<file path="config.mk">
export PLATFORM = sky130hd
export DESIGN_NAME = mem_port_arbiter
export DESIGN_NICKNAME = d
export VERILOG_FILES = /design/src/rtl/cpu_mem_pkg.sv /design/src/rtl/mem_arb_pick.sv /design/src/rtl/mem_port_arbiter.sv
export SDC_FILE = /design/constraint.sdc
export NUM_CORES = 1
export LEC_CHECK = 0
export CAP_MARGIN = 15
export CORE_AREA = 4 4 125 67
export DETAILED_ROUTE_END_ITERATION = 6
export DIE_AREA = 0 0 129 71
export DONT_BUFFER_PORTS = 1
export GPL_TIMING_DRIVEN = 0
export PLACE_DENSITY = 0.67
export SYNTH_ARGS = -nofsm -noshare
export SYNTH_HDL_FRONTEND = slang
export SYNTH_SLANG_ARGS = --single-unit
</file>
<file path="constraint.sdc">
create_clock -name clk -period 4.7 [get_ports clk]
set_input_delay 0.47 -clock clk [delete_from_list [all_inputs] [get_ports clk]]
set_output_delay 0.47 -clock clk [all_outputs]
set_load 0.01 [all_outputs]
</file>
<file path="src/rtl/cpu_mem_pkg.sv">
// Shared types and default widths for the fetch/data memory port arbiter.
package cpu_mem_pkg;

  localparam int ADDR_W_DEF = 11;
  localparam int DATA_W_DEF = 32;

  typedef enum logic [1:0] {
    IDLE    = 2'd0,
    RD_WAIT = 2'd1,
    RD_DONE = 2'd2
  } arb_state_e;

  typedef enum logic {
    OWN_FETCH = 1'b0,
    OWN_DATA  = 1'b1
  } rd_owner_e;

endpackage

</file>
<file path="src/rtl/mem_arb_pick.sv">
// Combinational fetch/data priority pick with data-streak fairness.
module mem_arb_pick #(
  parameter int MAX_D_STREAK = 2,
  parameter int STREAK_W     = 2
) (
  input  logic                en_i,
  input  logic                if_req_i,
  input  logic                if_block_i,
  input  logic                d_req_i,
  input  logic [STREAK_W-1:0] streak_i,
  output logic                if_gnt_o,
  output logic                d_gnt_o,
  output logic [STREAK_W-1:0] streak_d_o
);

  logic fetch_ok;
  logic data_ok;
  logic streak_full;

  always_comb begin
    fetch_ok    = en_i & if_req_i & ~if_block_i;
    data_ok     = en_i & d_req_i;
    streak_full = (streak_i >= STREAK_W'(MAX_D_STREAK));
    if_gnt_o    = 1'b0;
    d_gnt_o     = 1'b0;
    if (fetch_ok && data_ok) begin
      if_gnt_o = streak_full;
      d_gnt_o  = ~streak_full;
    end else begin
      if_gnt_o = fetch_ok;
      d_gnt_o  = data_ok;
    end

    // Streak saturates so a flush-suppressed fetch cannot wrap the counter.
    streak_d_o = streak_i;
    if (!if_req_i || if_gnt_o) begin
      streak_d_o = '0;
    end else if (d_gnt_o && !streak_full) begin
      streak_d_o = streak_i + STREAK_W'(1);
    end
  end

endmodule

</file>
<file path="src/rtl/mem_port_arbiter.sv">
// Arbitrates fetch and data ports onto one single-port RAM (registered address, 2-cycle reads).
module mem_port_arbiter
  import cpu_mem_pkg::*;
#(
  parameter int ADDR_W       = ADDR_W_DEF,
  parameter int DATA_W       = DATA_W_DEF,
  parameter int MAX_D_STREAK = 2
) (
  input  logic              clk,
  input  logic              rst_n,
  input  logic              if_req,
  input  logic [ADDR_W-1:0] if_addr,
  input  logic              if_flush,
  output logic              if_gnt,
  output logic              if_rvalid,
  output logic [DATA_W-1:0] if_rdata,
  input  logic              d_req,
  input  logic              d_we,
  input  logic [ADDR_W-1:0] d_addr,
  input  logic [DATA_W-1:0] d_wdata,
  output logic              d_gnt,
  output logic              d_rvalid,
  output logic [DATA_W-1:0] d_rdata,
  output logic [ADDR_W-1:0] mem_addr,
  output logic              mem_wren,
  output logic [DATA_W-1:0] mem_wdata,
  input  logic [DATA_W-1:0] mem_q,
  output logic              busy
);

  localparam int STREAK_W = $clog2(MAX_D_STREAK + 2);

  arb_state_e          state_q, state_d;
  rd_owner_e           owner_q, owner_d;
  logic [STREAK_W-1:0] streak_q, streak_d;
  logic [ADDR_W-1:0]   addr_q, addr_d;
  logic [DATA_W-1:0]   if_rdata_q, if_rdata_d;
  logic [DATA_W-1:0]   d_rdata_q, d_rdata_d;
  logic                squash_q, squash_d;

  logic              can_grant;
  logic              if_block;
  logic              any_gnt;
  logic              rd_gnt;
  logic [ADDR_W-1:0] win_addr;

  assign can_grant = rst_n & (state_q != RD_WAIT);
  assign if_block  = if_flush & (state_q == IDLE);

  mem_arb_pick #(
    .MAX_D_STREAK(MAX_D_STREAK),
    .STREAK_W    (STREAK_W)
  ) u_pick (
    .en_i      (can_grant),
    .if_req_i  (if_req),
    .if_block_i(if_block),
    .d_req_i   (d_req),
    .streak_i  (streak_q),
    .if_gnt_o  (if_gnt),
    .d_gnt_o   (d_gnt),
    .streak_d_o(streak_d)
  );

  assign any_gnt  = if_gnt | d_gnt;
  assign rd_gnt   = if_gnt | (d_gnt & ~d_we);
  assign win_addr = if_gnt ? if_addr : d_addr;

  always_comb begin
    state_d    = state_q;
    owner_d    = owner_q;
    squash_d   = squash_q;
    if_rdata_d = if_rdata_q;
    d_rdata_d  = d_rdata_q;
    addr_d     = any_gnt ? win_addr : addr_q;
    case (state_q)
      IDLE, RD_DONE: begin
        if (rd_gnt) begin
          state_d  = RD_WAIT;
          owner_d  = if_gnt ? OWN_FETCH : OWN_DATA;
          squash_d = 1'b0;
        end else begin
          state_d = IDLE;
        end
      end
      RD_WAIT: begin
        state_d = RD_DONE;
        // A squashed fetch keeps the previous if_rdata; the read never completes.
        if (owner_q == OWN_DATA) begin
          d_rdata_d = mem_q;
        end else if (if_flush) begin
          squash_d = 1'b1;
        end else begin
          if_rdata_d = mem_q;
        end
      end
      default: state_d = IDLE;
    endcase
  end

  always_ff @(posedge clk) begin
    if (!rst_n) begin
      state_q    <= IDLE;
      owner_q    <= OWN_FETCH;
      streak_q   <= '0;
      addr_q     <= '0;
      if_rdata_q <= '0;
      d_rdata_q  <= '0;
      squash_q   <= 1'b0;
    end else begin
      state_q    <= state_d;
      owner_q    <= owner_d;
      streak_q   <= streak_d;
      addr_q     <= addr_d;
      if_rdata_q <= if_rdata_d;
      d_rdata_q  <= d_rdata_d;
      squash_q   <= squash_d;
    end
  end

  assign mem_addr  = any_gnt ? win_addr : addr_q;
  assign mem_wren  = d_gnt & d_we;
  assign mem_wdata = d_wdata;
  assign busy      = (state_q == RD_WAIT);
  assign if_rvalid = (state_q == RD_DONE) & (owner_q == OWN_FETCH) & ~squash_q & ~if_flush;
  assign d_rvalid  = (state_q == RD_DONE) & (owner_q == OWN_DATA);
  assign if_rdata  = if_rdata_q;
  assign d_rdata   = d_rdata_q;

endmodule

</file>
After elaboration in Yosys (flattened, before gate mapping)
Index checks and enable logic that the tools add are counted.
{"block": "totals", "ff_bits": 81, "in_bits": 92, "word_cells": 59}
{"block": "classes", "add_sub_neg": 1, "order_cmp": 1, "eq_ne": 6, "n_mux": 11, "n_bitwise": 20, "n_reduce_logical": 13}
{"cell": "11-bit two-way mux", "count": 2}
{"cell": "1-bit AND", "count": 11}
{"cell": "1-bit two-way mux", "count": 7}
{"cell": "1-bit inverter", "count": 7}
{"cell": "2-bit inequality test, second input constant", "count": 3}
{"cell": "2-bit case mux with 2 select lines", "count": 1}
{"cell": "2-bit AND reduction", "count": 2}
{"cell": "4-bit AND reduction", "count": 1}
{"cell": "2-bit OR reduction", "count": 2}
{"cell": "3-bit AND reduction", "count": 1}
{"cell": "2-bit by 1-bit adder with 2-bit output, second input constant", "count": 1}
{"cell": "2-bit by 1-bit == test with 1-bit output, second input constant", "count": 1}
{"cell": "2-bit == test, second input constant", "count": 1}
{"cell": "2-bit greater-or-equal comparator, second input constant", "count": 1}
{"cell": "1-bit logical AND", "count": 2}
{"cell": "1-bit logical NOT", "count": 2}
{"cell": "2-bit logical NOT", "count": 1}
{"cell": "2-bit by 1-bit inequality test with 1-bit output, second input constant", "count": 1}
{"cell": "1-bit OR", "count": 2}
{"cell": "1-bit case mux with 2 select lines", "count": 1}
{"cell": "2-bit nonzero test", "count": 1}
{"cell": "1-bit logical OR", "count": 1}

Depth between registers and ports, before layout
Gate-level depths: netlist of run 1.
{"block": "logic_depth", "word_depth": 10, "mapped_depth": 7}

Cells and area by module
A second synthesis of run 1 with hierarchy kept.
{"block": "unflattened", "hier_cells": 412, "hier_area_um2": 3490.8}
{"mod": "mem_port_arbiter", "instances": 1, "cells_per_inst": 400, "area_each_um2": 3393.3, "seq_area_each_um2": 1621.6}
{"mod": "mem_arb_pick", "instances": 1, "cells_per_inst": 12, "area_each_um2": 97.6, "seq_area_each_um2": 0.0}

Least setup slack after synthesis of run 1
No wires, ideal clock.
{"block": "synth_timing", "kind": "register to output", "start": "register streak_q[0]", "end": "output mem_addr[10]", "t_arrival_ps": 1753, "required_time_ps": 4230, "path_slack_ps": 2477, "stages_incl_launch_ff": 8, "path_buffers": 1, "cell_sequence": "dfxtp_1 > inv_1 > ha_1 > and4bb_1 > a211oi_4 > nor3b_2 > buf_2 > a221o_1"}
{"block": "synth_between", "elab_chain_cells": 5, "word_cells_on_any_way": 7}
{"element": "start, declared", "line": "mem_port_arbiter.sv:35", "text": "logic [STREAK_W-1:0] streak_q, streak_d;"}
{"element": "start signal, assigned", "line": "mem_port_arbiter.sv:112", "text": "streak_q <= streak_d;"}
{"element": "2-bit greater-or-equal comparator", "line": "mem_arb_pick.sv:23", "text": "streak_full = (streak_i >= STREAK_W'(MAX_D_STREAK));"}
{"element": "1-bit inverter", "line": "mem_arb_pick.sv:28", "text": "d_gnt_o = ~streak_full;"}
{"element": "1-bit two-way mux", "line": "mem_arb_pick.sv:26", "text": "if (fetch_ok && data_ok) begin"}
{"element": "net d_gnt", "line": "mem_port_arbiter.sv:21", "text": "output logic d_gnt,"}
{"element": "1-bit OR", "line": "mem_port_arbiter.sv:64", "text": "assign any_gnt = if_gnt | d_gnt;"}
{"element": "11-bit two-way mux", "line": "mem_port_arbiter.sv:120", "text": "assign mem_addr = any_gnt ? win_addr : addr_q;"}
{"element": "end, declared", "line": "mem_port_arbiter.sv:24", "text": "output logic [ADDR_W-1:0] mem_addr,"}
The timed path passes the listed nets, and every way through them passes these cells.

Final worst setup path of run 1
{"block": "layout_timing", "start": "register streak_q[0]", "end": "output mem_addr[5]"}
Same word-level chain as after synthesis.

==> results of run 1 <==
==> registers in the layout, indices dropped and copies added, names as in the netlist <==
signal,count
owner_q,1
addr_q,11
d_rdata,32
if_rdata,32
squash_q,1
streak_q,2
state_q,2
==> per-stage QoR <==
step	cells	utilization [%]	power (mW)	worst slack, ns	hold WS [ns]
2_1_floorplan	416	-	0.895	2.48	0.449
3_3_place_gp	512	51.2	0.927	2.22	0.463
3_5_place_dp	512	51.2	0.932	2.19	0.478
4_1_cts	528	55.0	1.58	1.82	0.254
5_1_grt	528	55.0	1.63	1.66	0.256
6_report	528	55.0	1.56	1.85	0.271
==> cell usage after synthesis <==
library cell and instances:
and4bb_1 1, o21a_1 1, a21o_1 1, nor3_1 1, o21ba_1 1, o211ai_1 1, buf_4 32, and3_1 2
nor2_1 3, a221o_1 22, dfxtp_1 81, nor4b_1 1, buf_2 8, nor3b_2 1, nor3_2 1, a21boi_0 38
a211oi_4 1, nand2_1 134, clkbuf_1 16, o211a_1 1, buf_6 1, mux2_2 1, nand2b_1 4, a2bb2oi_1 1
o21ai_1 1, o31ai_1 1, buf_1 3, ha_1 1, or3_1 1, inv_1 3, and2_1 25, a21boi_1 26
a21oi_1 1
==> layer usage <==
layer  vias to the layer above  share of wire, %  global-route usage, %  wire (um)
met5                         -                 0                      0          0
met4                         0              0.99                   7.10         93
met3                        12                12                   10.2       1120
met2                       129                50                   36.2       4720
met1                      1321                37                   20.2       3460
li1                       1378                 -                      -          -
==> kinds of logic (layout without fill, tap and decap cells) <==
family,after synthesis,in the layout
DFF,81,81
adders and majority gates,1,1
muxes,1,1
buffers and inverters,63,79
and+or+nand+nor,174,174
AOI/OAI and AO/OA,96,96
==> layout make-up <==
cell class	instances	area (um^2)
inverter	3	11.3
sequential	81	1620
fill	673	3240
clock inverter	2	12.5
multi-input combinational	272	1580
clock buffer	14	264
tap	96	120
buffer	60	363
==> power by group through the flow <==
stage | Clock, mW | Combinational [mW] | Sequential, mW
4_1_cts | 0.664 | 0.174 | 0.744
3_3_place_gp | 0 | 0.169 | 0.758
3_5_place_dp | 0 | 0.174 | 0.758
5_1_grt | 0.696 | 0.190 | 0.747
6_report | 0.643 | 0.172 | 0.744
2_1_floorplan | 0 | 0.143 | 0.752
==> worst paths after layout <==
kind / end / slack (ns) / from
max reg2reg: addr_q[5]$_SDFF_PN0_ / 2.68 / streak_q[1]$_SDFFE_PP0P_
min reg2reg: squash_q$_SDFFE_PN0P_ / 0.48 / squash_q$_SDFFE_PN0P_
min: if_rdata[6]$_SDFFE_PN0P_ / 0.27 / mem_q[6]
max: mem_addr[5] / 1.85 / streak_q[0]$_SDFFE_PP0P_
==> critical path, delay by kind of cell (launching register included) <==
family | cells | cell delay, ns
AOI/OAI and AO/OA | 2 | 0.38
adders and majority gates | 1 | 0.19
buffers and inverters | 2 | 0.39
DFF | 1 | 0.35
and+or+nand+nor | 2 | 0.74
==> qor.txt, run 1 <==
Status: finished, final reports clean
Fin Setup TNS: 0 ns
Total grt overflow: 0
CP endpoint kind: output port
Worst-skew pair later-pin latency: 0.33 ns
Die ar.: 9160 um^2
Post_cts resized: 0
CTS sink count: 81
Root buf cell: clkbuf_16
Avg Inst Size Synth: 8.59 um^2
Worst EP required: 4.23 ns
Largest family of logic cells by synthesized area: compound AO/OA/AOI/OAI gates
Via-per-instance ratio: 5.38
#FFs+latches synth: 81
Via count: 2840
CTS tree: yes
Cts bufs inserted: 9
Routed wire length: 9.39 mm
Max_slew headroom: 61.2%
Top-area cell type share of the netlist area: 45.4%
H-tree lvl count: 3
Clock tree buffer depth: 2
Worst-case reg-to-reg path depth: 6
Synth Area in Simple Gates: 21.4%
Final Hold Vio Count: 0
Commonest non-fill, non-tap cell in the layout: nand2_1
Critical Path Max Stage Delay: 0.40 ns
Fin area: 3970 um^2
Setup Fix Bufs, Post-CTS: 0
Routability cong.: 0.813
Sw frac: 24.2%
Number of global-route vias before repair: 2888
Antenna diodes: 0
Fraction of the cycle the final worst path needs: 60.6%
Sequential fraction of the synthesis area: 45.4%
Clock share of power: 41.3%
Xor/xnor share of the synthesized area: 0%
Least-Margin Pin Slew: 0.574 ns
Placed cell areas: 3690 um^2
Rows: 22
Gate power share: 11.0%
Net Switching: 378 uW
Top cell type by total area after synthesis: dfxtp_1
Hold-fix buffers, CTS: 0
WS Path Type: reg2out
Initial DRC count: 100
Critical path arrival: 2.38 ns
Critical Path Fanout Max: 10
Post-route clock skew: 0.00475 ns
Core Box Area: 7210 um^2
Leak: 1.47 nW
Crit start category: flop
Worst path cell trace: inv_1, ha_1, and4bb_1, a211oi_4, nor3b_2, buf_2, a221o_1
Internal power: 1.18 mW
Final setup violation count: 0
Multiplexer share of the synthesized area: 0.315%
Hold WC Path Type: in2reg
Distinct cells, synth: 33
Most frequent cells in the layout: nand2_1, dfxtp_1, a21boi_0, buf_4, a21boi_1
Initial Util: 49.5%
Syn Inst Count: 416
Syn Nets: 509
DIE WIDTH: 129 um
Slowest cell on the critical path: nor3b_2
GRT Overall Usage: 20.1%
Max Cap Viol: 0
Pwr Density: 393 nW/um^2
Initial antenna violation count: 0
Layout cells sized above 1: 13.4%
Synthesis Warnings: 0
Die height: 71 um
Layout net count: 520
Synth Area in Adders: 0.350%
Minimum clock period: 2.85 ns
Post-synthesis compound-gate area fraction: 22.1%
IO Port Bufs: 0
Unrepaired setup endpoints after global routing: false
DRC: 0
Fmax: 0.351 GHz
Hold depth: 2
Io pins: 205
Wire per inst: 17.8 um
First-pass GRT wire length: 14.5 mm
Drt first pass iters: 4
Synth area leaders: dfxtp_1, nand2_1, a21boi_0, buf_4, a221o_1
Mapped cell area: 3570 um^2
Antenna-violating nets left: 0
Sequential power share: 47.7%
Pin count of the biggest net entering global routing: 13
HPWL Detailed: 7.32 mm
Area grow syn2layout: 11.1%
Max IR drop VDD: 208 uV
Worst-path clk slew: 0.06 ns
Final max-slew violation count: 0
(Power assumes the default switching activity.)
==> run 2: changes to the inputs <==
- PLACE_DENSITY: 0.67 -> 0.7
- clock period: 4.7 -> 2.41 ns (I/O delays scaled with it)
==> qor.txt, run 2 (synthesis results as in run 1) <==
Sw frac: 22.5%
Layout net count: 522
Routed wire length: 9.11 mm
Net Switching: 755 uW
CTS sink count: 81
Clock tree buffer depth: 2
Leak: 1.52 nW
First-pass GRT wire length: 13.4 mm
CP endpoint kind: output port
Area grow syn2layout: 13.9%
Worst path cell trace: inv_1, ha_1, and4bb_2, a211oi_4, nor3b_4, buf_6, a221o_1
Wire per inst: 17.2 um
Max IR drop VDD: 432 uV
Routability cong.: 0.732
Pin count of the biggest net entering global routing: 14
Slowest cell on the critical path: a211oi_4
Critical Path Fanout Max: 10
Critical path arrival: 2.07 ns
Total grt overflow: 0
Via-per-instance ratio: 5.23
Initial Util: 49.5%
Initial antenna violation count: 0
Pwr Total: 3.35 mW
Crit start category: flop
Post-route clock skew: 0.00603 ns
H-tree lvl count: 3
Worst Slack Setup Final: 0.102 ns
Internal power: 2.60 mW
Worst EP required: 2.17 ns
Final setup violation count: 0
Gate power share: 10.2%
DIE WIDTH: 129 um
Core Box Area: 7210 um^2
Cts bufs inserted: 9
HPWL Detailed: 6.85 mm
Number of global-route vias before repair: 2518
Fraction of the cycle the final worst path needs: 95.7%
Clock share of power: 46.5%
Max Cap Viol: 0
Pwr Density: 824 nW/um^2
Antenna diodes: 0
Root buf cell: clkbuf_16
Io pins: 205
Initial DRC count: 80
Worst-skew pair later-pin latency: 0.33 ns
Minimum clock period: 2.31 ns
Least-Margin Pin Slew: 0.555 ns
GRT Overall Usage: 18.7%
Max_slew headroom: 62.4%
CTS tree: yes
Drt first pass iters: 4
Status: finished, final reports clean
Most frequent cells in the layout: nand2_1, dfxtp_1, a21boi_0, buf_4, a21boi_1
Post-placement setup slack: 0.180 ns
Hold-fix buffers, CTS: 0
Commonest non-fill, non-tap cell in the layout: nand2_1
Die height: 71 um
Worst-path clk slew: 0.06 ns
DRC: 0
Hold WC Path Type: in2reg
Antenna-violating nets left: 0
Die ar.: 9160 um^2
Final max-slew violation count: 0
Sequential power share: 43.2%
Final Hold Vio Count: 0
Layout cells sized above 1: 14.7%
IO Port Bufs: 0
Critical Path Max Stage Delay: 0.35 ns
Via count: 2771
WS Path Type: reg2out
Rows: 22
Fmax: 0.433 GHz
## run 2: changes by cell type in the layout (fill, tap and decap cells not counted), sizes merged
cell    previous run  this run
buf               44        47
bufinv             0         3
clkbuf            30        26
## run 2: area by class of cell
| type | count | area, um^2 |
|---|---|---|
| Fill cell | 692 | 3140 |
| Sequential cell | 81 | 1620 |
| Multi-Input combinational cell | 272 | 1580 |
| Buffer | 60 | 373 |
| Clock buffer | 11 | 243 |
| Tap cell | 96 | 120 |
| Clock inverter | 5 | 103 |
| Timing Repair Buffer | 2 | 15.0 |
| Inverter | 3 | 11.3 |
## run 2: final timing paths
path | startpoint | endpoint | slack (ns) | depth (start not counted)
worst max register to register | state_q[1]$_SDFF_PN0_ | d_rdata[4]$_SDFFE_PN0P_ | 0.56 | 6
worst min register to register | squash_q$_SDFFE_PN0P_ | squash_q$_SDFFE_PN0P_ | 0.48 | 2
worst max-delay path | streak_q[0]$_SDFFE_PP0P_ | mem_addr[10] | 0.10 | 7
worst min-delay path | mem_q[30] | d_rdata[30]$_SDFFE_PN0P_ | 0.04 | 2
## run 2: routing by layer
layer	wire length, um	GRT usage, %	vias up	share of wire [%]
li1	-	-	1382	-
met1	3510	20.7	1257	39
met2	4440	31.8	125	49
met3	1080	8.82	7	12
met4	79	6.05	0	0.87
met5	0	0	-	0
## run 2: power groups by stage
stage	Combinational [mW]	Sequential, mW	Clock [mW]
finish	0.343	1.45	1.56
global route	0.376	1.45	1.65
CTS	0.340	1.45	1.59
detailed placement	0.336	1.48	0
global placement	0.333	1.48	0
floorplan	0.280	1.47	0
## run 2: critical path, delay by kind of cell (launching register included)
kind | cells | cell delay [ns]
buf+inv | 2 | 0.21
compound gates | 2 | 0.70
flops | 1 | 0.31
simple gates | 2 | 0.37
fa+ha+maj | 1 | 0.13
## run 2: metrics by stage
| step | hold WS, ns | TNS (ns) | cell area (um^2) | utilization, % | instances |
|---|---|---|---|---|---|
| CTS | 0.0291 | 0 | 4050 | 56.1 | 528 |
| global placement | 0.377 | 0 | 3690 | 51.2 | 512 |
| floorplan | 0.376 | 0 | 3570 | - | 416 |
| finish | 0.0413 | 0 | 4070 | 56.4 | 530 |
| global route | 0.0317 | -0.124 | 4070 | 56.4 | 530 |
| detailed placement | 0.382 | 0 | 3690 | 51.2 | 512 |
## run 2: what timing repair did
action	in CTS	in global routing
pin swaps	2	2
resized for setup	3	5
buffers inserted	0	2
endpoints found under the setup margin	12	12
endpoints found under the hold margin	0	0
